`src/rtl/uart_echo_pkg.sv`:
```
// Shared drain-FSM state codes and ASCII constants for the UART echo FIFO.
package uart_echo_pkg;

  typedef logic [1:0] state_t;

  localparam state_t ST_IDLE       = 2'd0;
  localparam state_t ST_LOAD       = 2'd1;
  localparam state_t ST_WAIT_START = 2'd2;
  localparam state_t ST_WAIT_DONE  = 2'd3;

  localparam logic [7:0] ASCII_LC_A  = 8'h61;
  localparam logic [7:0] ASCII_LC_Z  = 8'h7A;
  localparam logic [7:0] CASE_OFFSET = 8'h20;

endpackage

```
`src/rtl/uart_echo_fifo_mem.sv`:
```
// WIDTH x 2**DEPTH_LOG2 word store with pointers, registered level and flags.
// Push is dropped only when full without a same-cycle pop; rd_dat always shows the head word.
module uart_echo_fifo_mem
  import uart_echo_pkg::*;
#(
  parameter int WIDTH      = 8,
  parameter int DEPTH_LOG2 = 4
) (
  input  logic                  clk,
  input  logic                  rst_n,
  input  logic                  push_vld,
  input  logic [WIDTH-1:0]      push_dat,
  input  logic                  pop_vld,
  output logic [WIDTH-1:0]      rd_dat,
  output logic [DEPTH_LOG2:0]   level,
  output logic                  empty,
  output logic                  full,
  output logic                  drop
);

  localparam int DEPTH = 1 << DEPTH_LOG2;
  localparam logic [DEPTH_LOG2:0] LVL_FULL = (DEPTH_LOG2+1)'(DEPTH);

  logic [WIDTH-1:0]      mem_q [DEPTH];
  logic [DEPTH_LOG2-1:0] wr_ptr_q, wr_ptr_d;
  logic [DEPTH_LOG2-1:0] rd_ptr_q, rd_ptr_d;
  logic [DEPTH_LOG2:0]   level_q, level_d;
  logic                  empty_q, empty_d;
  logic                  full_q, full_d;
  logic                  wr_en;

  // A pop in the same cycle frees the slot, so a full FIFO still accepts.
  assign wr_en = push_vld && (!full_q || pop_vld);
  assign drop  = push_vld && full_q && !pop_vld;

  always_comb begin
    wr_ptr_d = wr_en   ? wr_ptr_q + 1'b1 : wr_ptr_q;
    rd_ptr_d = pop_vld ? rd_ptr_q + 1'b1 : rd_ptr_q;
    case ({wr_en, pop_vld})
      2'b10:   level_d = level_q + 1'b1;
      2'b01:   level_d = level_q - 1'b1;
      default: level_d = level_q;
    endcase
    empty_d = (level_d == '0);
    full_d  = (level_d == LVL_FULL);
  end

  always_ff @(posedge clk or negedge rst_n) begin
    if (!rst_n) begin
      wr_ptr_q <= '0;
      rd_ptr_q <= '0;
      level_q  <= '0;
      empty_q  <= 1'b1;
      full_q   <= 1'b0;
    end else begin
      wr_ptr_q <= wr_ptr_d;
      rd_ptr_q <= rd_ptr_d;
      level_q  <= level_d;
      empty_q  <= empty_d;
      full_q   <= full_d;
    end
  end

  always_ff @(posedge clk) begin
    if (wr_en) mem_q[wr_ptr_q] <= push_dat;
  end

  assign rd_dat = mem_q[rd_ptr_q];
  assign level  = level_q;
  assign empty  = empty_q;
  assign full   = full_q;

endmodule

```
`src/rtl/uart_echo_fifo.sv`:
```
// Buffered UART loopback: queue received words, drain them to the transmitter under a txbusy handshake.
// Optional UART_ECHO_UPCASE_EN folds lowercase ASCII to uppercase at pop time (WIDTH==8 only).
module uart_echo_fifo
  import uart_echo_pkg::*;
#(
  parameter int WIDTH        = 8,
  parameter int DEPTH_LOG2   = 4,
  parameter int BUSY_TIMEOUT = 15
) (
  input  logic                clk,
  input  logic                rst_n,
  input  logic                rx_valid,
  input  logic [WIDTH-1:0]    rx_data,
  input  logic                tx_busy,
  output logic                tx_load,
  output logic [WIDTH-1:0]    tx_data,
  output logic [DEPTH_LOG2:0] level,
  output logic                empty,
  output logic                full,
  output logic                overflow,
  output logic                timeout,
  input  logic                clr_status
);

  localparam int CNT_W = $clog2(BUSY_TIMEOUT + 1);
  localparam logic [CNT_W-1:0] CNT_LAST = CNT_W'(BUSY_TIMEOUT - 1);

  state_t           state_q, state_d;
  logic [CNT_W-1:0] cnt_q, cnt_d;
  logic [WIDTH-1:0] tx_data_q, tx_data_d;
  logic             tx_load_q, tx_load_d;
  logic             overflow_q, overflow_d;
  logic             timeout_q, timeout_d;
  logic             pop, to_evt, drop;
  logic [WIDTH-1:0] rd_dat, pop_word;

  uart_echo_fifo_mem #(
    .WIDTH      (WIDTH),
    .DEPTH_LOG2 (DEPTH_LOG2)
  ) u_mem (
    .clk      (clk),
    .rst_n    (rst_n),
    .push_vld (rx_valid),
    .push_dat (rx_data),
    .pop_vld  (pop),
    .rd_dat   (rd_dat),
    .level    (level),
    .empty    (empty),
    .full     (full),
    .drop     (drop)
  );

`ifdef UART_ECHO_UPCASE_EN
  always_comb begin
    pop_word = rd_dat;
    if (WIDTH == 8 && rd_dat >= WIDTH'(ASCII_LC_A) && rd_dat <= WIDTH'(ASCII_LC_Z))
      pop_word = rd_dat - WIDTH'(CASE_OFFSET);
  end
`else
  assign pop_word = rd_dat;
`endif

  always_comb begin
    state_d   = state_q;
    cnt_d     = cnt_q;
    tx_data_d = tx_data_q;
    pop       = 1'b0;
    to_evt    = 1'b0;
    case (state_q)
      ST_IDLE: begin
        if (!empty && !tx_busy) begin
          pop       = 1'b1;
          tx_data_d = pop_word;
          state_d   = ST_LOAD;
        end
      end
      ST_LOAD: begin
        cnt_d   = '0;
        state_d = ST_WAIT_START;
      end
      ST_WAIT_START: begin
        if (tx_busy) begin
          state_d = ST_WAIT_DONE;
        end else if (cnt_q == CNT_LAST) begin
          // Transmitter never acknowledged: treat the word as sent.
          to_evt  = 1'b1;
          state_d = ST_IDLE;
        end else begin
          cnt_d = cnt_q + 1'b1;
        end
      end
      ST_WAIT_DONE: begin
        if (!tx_busy) state_d = ST_IDLE;
      end
      default: state_d = ST_IDLE;
    endcase
    tx_load_d  = (state_d == ST_LOAD);
    overflow_d = drop   || (overflow_q && !clr_status);
    timeout_d  = to_evt || (timeout_q  && !clr_status);
  end

  always_ff @(posedge clk or negedge rst_n) begin
    if (!rst_n) begin
      state_q    <= ST_IDLE;
      cnt_q      <= '0;
      tx_data_q  <= '0;
      tx_load_q  <= 1'b0;
      overflow_q <= 1'b0;
      timeout_q  <= 1'b0;
    end else begin
      state_q    <= state_d;
      cnt_q      <= cnt_d;
      tx_data_q  <= tx_data_d;
      tx_load_q  <= tx_load_d;
      overflow_q <= overflow_d;
      timeout_q  <= timeout_d;
    end
  end

  assign tx_load  = tx_load_q;
  assign tx_data  = tx_data_q;
  assign overflow = overflow_q;
  assign timeout  = timeout_q;

endmodule

```
`config.mk`:
```
export PLATFORM = sky130hd
export DESIGN_NAME = uart_echo_fifo
export DESIGN_NICKNAME = d
export VERILOG_FILES = /design/src/rtl/uart_echo_pkg.sv /design/src/rtl/uart_echo_fifo_mem.sv /design/src/rtl/uart_echo_fifo.sv
export SDC_FILE = /design/constraint.sdc
export NUM_CORES = 1
export LEC_CHECK = 0
export CAP_MARGIN = 20
export CORE_MARGIN = 1.5
export CORE_UTILIZATION = 45
export CTS_CLUSTER_DIAMETER = 120
export DETAILED_ROUTE_END_ITERATION = 8
export PLACE_DENSITY = 0.63
export RECOVER_POWER = 100
export SYNTH_ARGS = -nofsm -noshare
export SYNTH_HDL_FRONTEND = slang
export SYNTH_SLANG_ARGS = --single-unit
```
`constraint.sdc`:
```
create_clock -name clk -period 4.89 [get_ports clk]
set_input_delay 0.978 -clock clk [delete_from_list [all_inputs] [get_ports clk]]
set_output_delay 0.978 -clock clk [all_outputs]
set_load 0.03 [all_outputs]
```
==> metrics.yaml, run 1 <==
grt.overflow.total: 0
drv_cap: 0
grt_setup_unrepaired: "false"
die_area_um2: 15320
hold_buffers: 0
numPortBuffers: 30
start_kind: "input port"
ys.flop_type: "edfxtp_1"
timing.reg2reg.setup_slack_ns: 1.26
nNetsFinal: 445
yosys.area_share.adder_pct: 2.097
synthArstFlopShare_pct: 20.00
required_ns: 5.23
crit_start: "tx_busy"
grt_pass1_vias: 3513
p_leak_nw: 2.709
post_cts.repair.setup_buffers: 0
synth.distinct_cells: 42
core-area_um2: 14040
reg2reg_to: "u_mem.full"
clk_pin_slew_ns: 0.06
critical_path_class: "in -> reg"
synth_seq_cells: 160
report.final.setup_viol: 0
cts_root_buffer: "clkbuf_16"
ant_nets: 0
endpoint: "u_mem.full"
crit_slowest_cell: "dlygate4sd3_1"
slew_violations: 0
power.density_nw_per_um2: 593.1
hold_class: "reg -> reg"
crit_path_max_fanout: 14
synth_edf_count: 128
htreeDepth: 4
path_cells: "dlygate4sd3_1, or4_1, clkbuf_1, inv_1, ha_1, and4b_1, a2111oi_2, mux2_2, a211o_1, nor2b_1"
r2r-start: "state_q[1]"
dp_hpwl_mm: 7.719
syn-mean-instance-area_um2: 17.41
arrival_ns: 4.53
synth_area_um2: 6563
path_buf_inv: 3
p_int_mw: 3.157
pin_count: 31
drive_gt1_share_pct: 16.36
fmax_ghz: 0.2387
status: "completed"
grt_first_pass_wirelength_mm: 19.41
path_delay_family: "buffers and inverters"
synth_compound_area_share_pct: 3.260
finalCritPeriodShare_pct: 85.69
hold_viol: 0
fill_cells: 1108
cts_tree: "built"
cp_num_cells: 10
grt_use_total_pct: 18.19
finClkSkew_ns: 0.009319
syn-instance-count: 377
reg2reg_depth: 9
pwr-share-comb_pct: 28.5
vdd_drop_max_uv: 286.5
initial_utilization_pct: 46.73
syn-num-nets: 401
num_rows: 43
drt_iter0_markers: 260
area_growth_pct: 16.95
cts_inserted_buffers: 17
vias: 3359
dr.pass1.iters: 4
cts.path.max_buffers: 2
synth-xor-area-share_pct: 1.602
synth-simple-area-share_pct: 5.319
viasPerCell: 5.471
ys_warn_count: 0
power_mw: 4.552
finalCriticalPeriod_ns: 4.190
power.share.switching_pct: 30.65
switching_power_mw: 1.395
die-height_um: 123.8
antenna_cells: 0
place.gp.congestion: 0.7997
yosysSeqAreaShare_pct: 70.79
worst_pin_slew_ns: 1.057
drc_errors: 0
seqPwrFrac_pct: 41.5
worstSetupEndpointType: "flop"
wl_per_cell_um: 20.33
synth_top_family_by_area: "multiplexers"
tns_ns: 0
antenna_found_initial: 0
grt_max_degree: 36
ctsResizeCount: 0
cts.sinks: 160
clk_latency_ns: 0.41
max_stage_delay_ns: 0.61
finalWirelength_mm: 12.48
p_clk_share_pct: 30.0
slew_headroom_pct: 29.56
die_w_um: 123.8
muxShareOfSynthArea_pct: 14.70
metal layers:
| layer | GRT usage (%) | vias to the layer above | wire length [µm] |
|---|---|---|---|
| li1 | - | 1542 | - |
| met1 | 23.23 | 1721 | 5410 |
| met2 | 29.97 | 77 | 6285 |
| met3 | 3.938 | 19 | 520 |
| met4 | 8.261 | 0 | 266 |
| met5 | 0 | - | 0 |
sequential cells by signal (all words and copies together), names as in the netlist, 2 cells and up:
| register | cells |
|---|---|
| tx_data | 8 |
| u_mem.mem_q | 128 |
| u_mem.wr_ptr_q | 4 |
| cnt_q | 4 |
| u_mem.level | 5 |
| state_q | 2 |
| u_mem.rd_ptr_q | 4 |
cell families after synthesis:
| kind of cell | after synthesis |
|---|---|
| xor+xnor | 12 |
| mux | 56 |
| buf+inv | 34 |
| simple gates | 68 |
| flops | 160 |
| fa+ha+maj | 11 |
| compound gates | 36 |
worst min path at each step:
| stage | start | to | depth (start not counted) |
|---|---|---|---|
| floorplan | u_mem.rd_ptr_q[3] | u_mem.rd_ptr_q[3] | 1 |
| global placement | u_mem.rd_ptr_q[3] | u_mem.rd_ptr_q[3] | 1 |
| detailed placement | u_mem.rd_ptr_q[3] | u_mem.rd_ptr_q[3] | 1 |
| CTS | u_mem.rd_ptr_q[3] | u_mem.rd_ptr_q[3] | 1 |
| global route | u_mem.rd_ptr_q[3] | u_mem.rd_ptr_q[3] | 1 |
| finish | u_mem.rd_ptr_q[3] | u_mem.rd_ptr_q[3] | 1 |
cells in the final DEF (no fill, tap or decap), types with 3 or more instances in the layout:
cell type      Yosys  layout
ha_1              11      11
dlygate4sd3_1      0      28
and3_1             5       5
mux2i_1           21      21
inv_1             12      13
clkbuf_1           9      16
and2_0             0       5
edfxtp_1         128     128
xnor2_1           10      10
bufinv_16          0       4
nor2_1            24      25
nand2_1           14      14
buf_4              0       3
nor4_1             4       4
o21ai_0           13      14
mux4_2            32      32
clkbuf_16          0      17
dfrtp_1           31      30
mux2_2             3       3
nand3_1            3       3
o22ai_1            3       3
nand4_1            3       3
a21oi_1           11      11
Yosys cell counts, types with 2 or more instances:
master    instances  area [µm²]
and3_1            5       31.28
buf_2             7       35.03
nor2b_1           2       12.51
nand2b_1          2       12.51
nor2_1           24       90.09
xnor2_1          10       87.58
buf_1             3       11.26
o211ai_1          2       15.01
clkbuf_1          9       33.78
a21oi_1          11       55.05
dfrtp_1          31       775.7
mux2i_1          21       210.2
o22ai_1           3       18.77
edfxtp_1        128        3844
inv_1            12       45.04
nand2_1          14       52.55
mux2_2            3       33.78
nor4_1            4       25.02
mux4_2           32       720.7
nand4_1           3       18.77
and2_1            5       31.28
ha_1             11       137.6
nand3_1           3       15.01
o21ai_0          13       65.06
xor2_1            2       17.52
power groups by stage:
stage	registers (mW)	logic [mW]	clock network (mW)
6_report	1.89	1.30	1.36
5_1_grt	1.92	1.42	1.45
4_1_cts	1.95	1.30	1.38
3_5_place_dp	1.98	1.29	0
3_3_place_gp	1.96	1.27	0
2_1_floorplan	1.94	0.885	0
metrics by stage:
step                cells  hold WS (ns)  area, µm²  utilization (%)  worst slack [ns]
CTS                   612        0.4976       7727            55.03            0.9293
global route          614        0.5236       7675            54.66            0.4591
floorplan             377        0.4583       6563                -             1.231
detailed placement    580        0.4870       7121            50.71            0.5189
finish                614        0.4949       7675            54.66            0.6999
global placement      580        0.4798       7121            50.71            0.5987
final cells by class:
class	count	area (µm²)	area share [%]
Tap cell	180	225.2	2.934
Inverter	14	55.05	0.7173
Multi-Input combinational cell	183	1757	22.89
Timing Repair Buffer	45	384.1	5.005
Clock buffer	22	444.2	5.787
Sequential cell	160	4647	60.55
Clock inverter	10	162.7	2.119
Power figures use the tool's default switching activity.
==> run 2, diff against run 1 <==
CTS_CLUSTER_DIAMETER = default   (was 120)
SLEW_MARGIN = 20   (was default)
==> metrics.yaml, run 2 (synthesis gave the netlist of run 1 again) <==
report.final.setup_viol: 0
layout_common_cells: "edfxtp_1 (128), mux4_2 (32), dfrtp_1 (30)"
place.gp.congestion: 0.7997
worst_pin_slew_ns: 1.142
post_cts.repair.setup_buffers: 0
nNetsFinal: 443
drt_iter0_markers: 272
finalWirelength_mm: 12.48
area_growth_pct: 16.53
dr.pass1.iters: 6
drive_gt1_share_pct: 16.20
initial_utilization_pct: 46.73
crit_path_max_fanout: 14
final_util_pct: 54.46
clk_pin_slew_ns: 0.06
p_int_mw: 3.140
min_path_cells: 1
multi_input_area_um2: 1757
drc_errors: 0
wl_per_cell_um: 20.39
vdd_drop_max_uv: 286.6
tns_ns: 0
layout_commonest_cell: "edfxtp_1"
largest-register: "u_mem.mem_q"
max_stage_delay_ns: 0.62
numPortBuffers: 30
design_area_um2: 7647
hold_viol: 0
pwr-share-comb_pct: 27.1
die-height_um: 123.8
viasPerCell: 5.498
p_leak_nw: 2.695
wl_met2_mm: 6.308
crit_slowest_cell: "dlygate4sd3_1"
hold_buffers: 0
fmax_ghz: 0.2382
seqPwrFrac_pct: 42.8
path_cells: "dlygate4sd3_1, or4_1, clkbuf_1, inv_1, ha_1, and4b_1, a2111oi_2, mux2_2, a211o_1, nor2b_1"
antenna_cells: 0
timing.reg2reg.setup_slack_ns: 1.25
arrival_ns: 4.54
switching_power_mw: 1.398
cts_root_buffer: "clkbuf_16"
drv_cap: 0
largest_reg_flops: 128
ctsResizeCount: 0
grt_pass1_vias: 3513
htreeDepth: 4
grt_first_pass_wirelength_mm: 19.41
num_rows: 43
hold_start: "u_mem.rd_ptr_q[3]"
die_w_um: 123.8
die_area_um2: 15320
pin_count: 31
grt_max_degree: 36
antenna_found_initial: 0
finalCritPeriodShare_pct: 85.84
required_ns: 5.23
critical_path_class: "in -> reg"
worstSetupEndpointType: "flop"
grt_use_total_pct: 18.19
cts_tree: "built"
core-area_um2: 14040
cts_inserted_buffers: 17
clk_latency_ns: 0.42
stdcell_count: 612
status: "completed"
hold_end: "u_mem.rd_ptr_q[3]"
power.share.switching_pct: 30.81
route.met3.wl_um: 449
fill_cells: 1112
slew_violations: 0
dp_hpwl_mm: 7.719
p_clk_share_pct: 30.1
reg2reg_depth: 9
finClkSkew_ns: 0.009371
hold_class: "reg -> reg"
highest_layer: "met4"
finalCriticalPeriod_ns: 4.198
regArea_um2: 4649
reg2reg_to: "u_mem.full"
place_inst: 580
grt.overflow.total: 0
slew_headroom_pct: 23.88
cts.sinks: 160
start_kind: "input port"
r2r-start: "state_q[1]"
power_mw: 4.538
routedLengthMet1_mm: 5.472
grt_setup_unrepaired: "false"
vias: 3365
ant_nets: 0
power.density_nw_per_um2: 593.4
cts.path.max_buffers: 2
place_area_um2: 7121
run 2: cell count changes in the layout (fill, tap and decap cells not counted):
cell and change:
dfrtp_2 -1, dlygate4sd3_1 -1, dfrtp_4 +1, buf_12 -1
run 2: area by class of cell:
cell class              instances  area share, %
flip-flops and latches        160          60.80
well taps                     180          2.945
inverters                      14         0.7199
multi-input cells             183          22.97
clock inverters                10          2.127
clock buffers                  22          5.808
repair buffers                 43          4.630
run 2: worst max-delay path: cells and delay by family:
family,cells,cell delay [ns]
AO/OA/AOI/OAI,2,0.70
adder cells (fa/ha/maj),1,0.36
buffers and inverters,3,1.24
multiplexers,1,0.39
AND/OR/NAND/NOR,3,0.87
run 2: stage by stage:
step	setup slack [ns]	hold WS [ns]
finish	0.6924	0.4950
global route	0.4591	0.5236
CTS	0.9293	0.4976
detailed placement	0.5189	0.4870
global placement	0.5987	0.4798
floorplan	1.231	0.4583
run 2: metal layers:
layer / GRT usage [%] / vias to the layer above
li1: - / 1539
met1: 23.23 / 1726
met2: 29.97 / 83
met3: 3.938 / 17
met4: 8.261 / 0
met5: 0 / -
run 2: how the worst max path moves through the flow:
stage / start / to / slack [ns] / cells after the start
CTS: tx_busy / u_mem.full / 0.93 / 11
global route: tx_busy / u_mem.full / 0.46 / 10
finish: tx_busy / u_mem.full / 0.69 / 10
global placement: tx_busy / u_mem.full / 0.60 / 11
detailed placement: tx_busy / u_mem.full / 0.52 / 11
floorplan: tx_busy / u_mem.full / 1.23 / 13
run 2: power groups by stage:
stage	combinational, mW	clock, mW	sequential, mW
floorplan	0.885	0	1.94
global placement	1.27	0	1.96
detailed placement	1.29	0	1.98
CTS	1.30	1.38	1.95
global route	1.34	1.45	1.98
finish	1.23	1.37	1.94
==> run 3, diff against run 2 <==
CORE_ASPECT_RATIO = 0.75   (was default)
==> metrics.yaml, run 3 (synthesis gave the netlist of run 1 again) <==
grt_setup_unrepaired: "false"
htreeDepth: 4
grt_first_pass_wirelength_mm: 19.13
path_delay_family: "simple AND/OR/NAND/NOR gates"
status: "completed"
largest_reg_flops: 128
ctsResizeCount: 0
place_area_um2: 7111
grt.overflow.total: 0
seqPwrFrac_pct: 44.0
num_rows: 38
cts_tree: "built"
antenna_found_initial: 0
slew_violations: 0
critical_path_class: "in -> reg"
ant_nets: 0
drive_gt1_share_pct: 16.74
p_int_mw: 2.957
die-height_um: 107.6
initial_utilization_pct: 45.70
fin_hold_ws_ns: 0.4915
finalWirelength_mm: 12.27
hold_buffers: 0
nNetsFinal: 441
fmax_ghz: 0.2394
switching_power_mw: 1.478
crit_path_max_fanout: 9
worstSetupEndpointType: "flop"
post_cts.repair.setup_buffers: 0
regArea_um2: 4648
grt_max_degree: 36
dr.pass1.iters: 5
area_growth_pct: 16.32
grt_pass1_vias: 3339
fill_cells: 1165
viasPerCell: 5.270
layout_commonest_cell: "edfxtp_1"
power.share.switching_pct: 33.32
hold_class: "reg -> reg"
dp_slack_ns: 0.4888
pwr-share-comb_pct: 27.2
layout_common_cells: "edfxtp_1 (128), mux4_2 (32), dfrtp_1 (29)"
vdd_drop_max_uv: 280.0
dp_hpwl_mm: 7.833
p_leak_nw: 2.682
vias: 3320
finClkSkew_ns: 0.01943
finalCritPeriodShare_pct: 85.42
cts.path.max_buffers: 2
clk_pin_slew_ns: 0.06
place.gp.congestion: 0.8341
design_area_um2: 7634
grt_use_total_pct: 17.71
cts.sinks: 160
antenna_cells: 0
wl_per_cell_um: 19.48
p_clk_share_pct: 28.8
finalWorstSetupSlack_ns: 0.7129
core-area_um2: 14360
arrival_ns: 4.54
tns_ns: 0
report.final.setup_viol: 0
pin_count: 31
die_w_um: 142.4
hold_viol: 0
finalCriticalPeriod_ns: 4.177
start_kind: "input port"
cts_root_buffer: "clkbuf_16"
multi_input_area_um2: 1757
max_stage_delay_ns: 0.61
place_inst: 597
worst_pin_slew_ns: 1.323
die_area_um2: 15320
stdcell_count: 630
cts_inserted_buffers: 17
required_ns: 5.25
path_cells: "dlygate4sd3_1, or4_1, nand2_1, and2_0, inv_4, ha_1, and3_1, a2111oi_2, mux2_1, a211o_1, nor2b_1"
crit_slowest_cell: "dlygate4sd3_1"
drv_cap: 0
drc_errors: 0
power.density_nw_per_um2: 581.0
largest-register: "u_mem.mem_q"
numPortBuffers: 30
slew_headroom_pct: 11.83
path_buf_inv: 2
clk_latency_ns: 0.43
drt_iter0_markers: 198
-- run 3: cell types whose count changed in the layout (fill, tap and decap cells not counted), moves of 2 or more --
cell | before | now
inv_6 | 1 | 4
clkinv_2 | 2 | 0
mux2_1 | 0 | 2
mux2_2 | 3 | 1
dfrtp_2 | 0 | 2
bufinv_16 | 4 | 0
clkbuf_1 | 16 | 10
inv_8 | 0 | 6
clkinv_8 | 0 | 2
-- run 3: path summary, 6_finish.rpt --
kind | slack (ns) | endpoint | cells past startpoint | startpoint
worst max-delay path | 0.71 | u_mem.full | 11 | tx_busy
worst min-delay path | 0.49 | u_mem.rd_ptr_q[3] | 1 | u_mem.rd_ptr_q[3]
worst max register to register | 1.25 | u_mem.full | 10 | state_q[1]
worst min register to register | 0.49 | u_mem.rd_ptr_q[3] | 1 | u_mem.rd_ptr_q[3]
max in group asynchronous | 3.00 | u_mem.wr_ptr_q[0] | 2 | rst_n
min in group asynchronous | 0.83 | u_mem.level[3] | 1 | rst_n
-- run 3: worst register-to-register path, delay by kind of cell, from the launching register on --
family / cells / cell delay (ns)
flip-flops: 1 / 0.53
adder cells (fa/ha/maj): 1 / 0.31
buffers and inverters: 1 / 0.12
AO/OA/AOI/OAI: 2 / 0.73
AND/OR/NAND/NOR: 5 / 1.48
multiplexers: 1 / 0.39
-- run 3: area by class of cell --
cell class / instances / share of cell area, %
inverters: 14 / 0.7212
repair buffers: 41 / 4.491
clock inverters: 15 / 2.032
clock buffers: 17 / 5.573
flip-flops and latches: 160 / 60.89
multi-input cells: 183 / 23.01
well taps: 200 / 3.278
-- run 3: power by group through the flow --
stage	clock network, mW	registers (mW)	logic, mW
after floorplan	0	1.94	0.885
after global placement	0	1.98	1.24
after detailed placement	0	2.00	1.27
after CTS	1.30	1.97	1.27
after global routing	1.36	1.99	1.30
final	1.28	1.95	1.20
-- run 3: per-layer routing --
layer	vias up	track usage, %	wire length [µm]
met1	1682	24.69	5375
li1	1540	-	-
met3	8	5.116	949
met5	-	0	0
met4	0	5.449	76
met2	90	27.12	5870
-- run 3: per-stage QoR --
step / utilization (%) / total power, mW
after floorplan: - / 2.825
after global placement: 49.52 / 3.222
after detailed placement: 49.52 / 3.263
after CTS: 53.56 / 4.542
after global routing: 53.16 / 4.662
final: 53.16 / 4.435
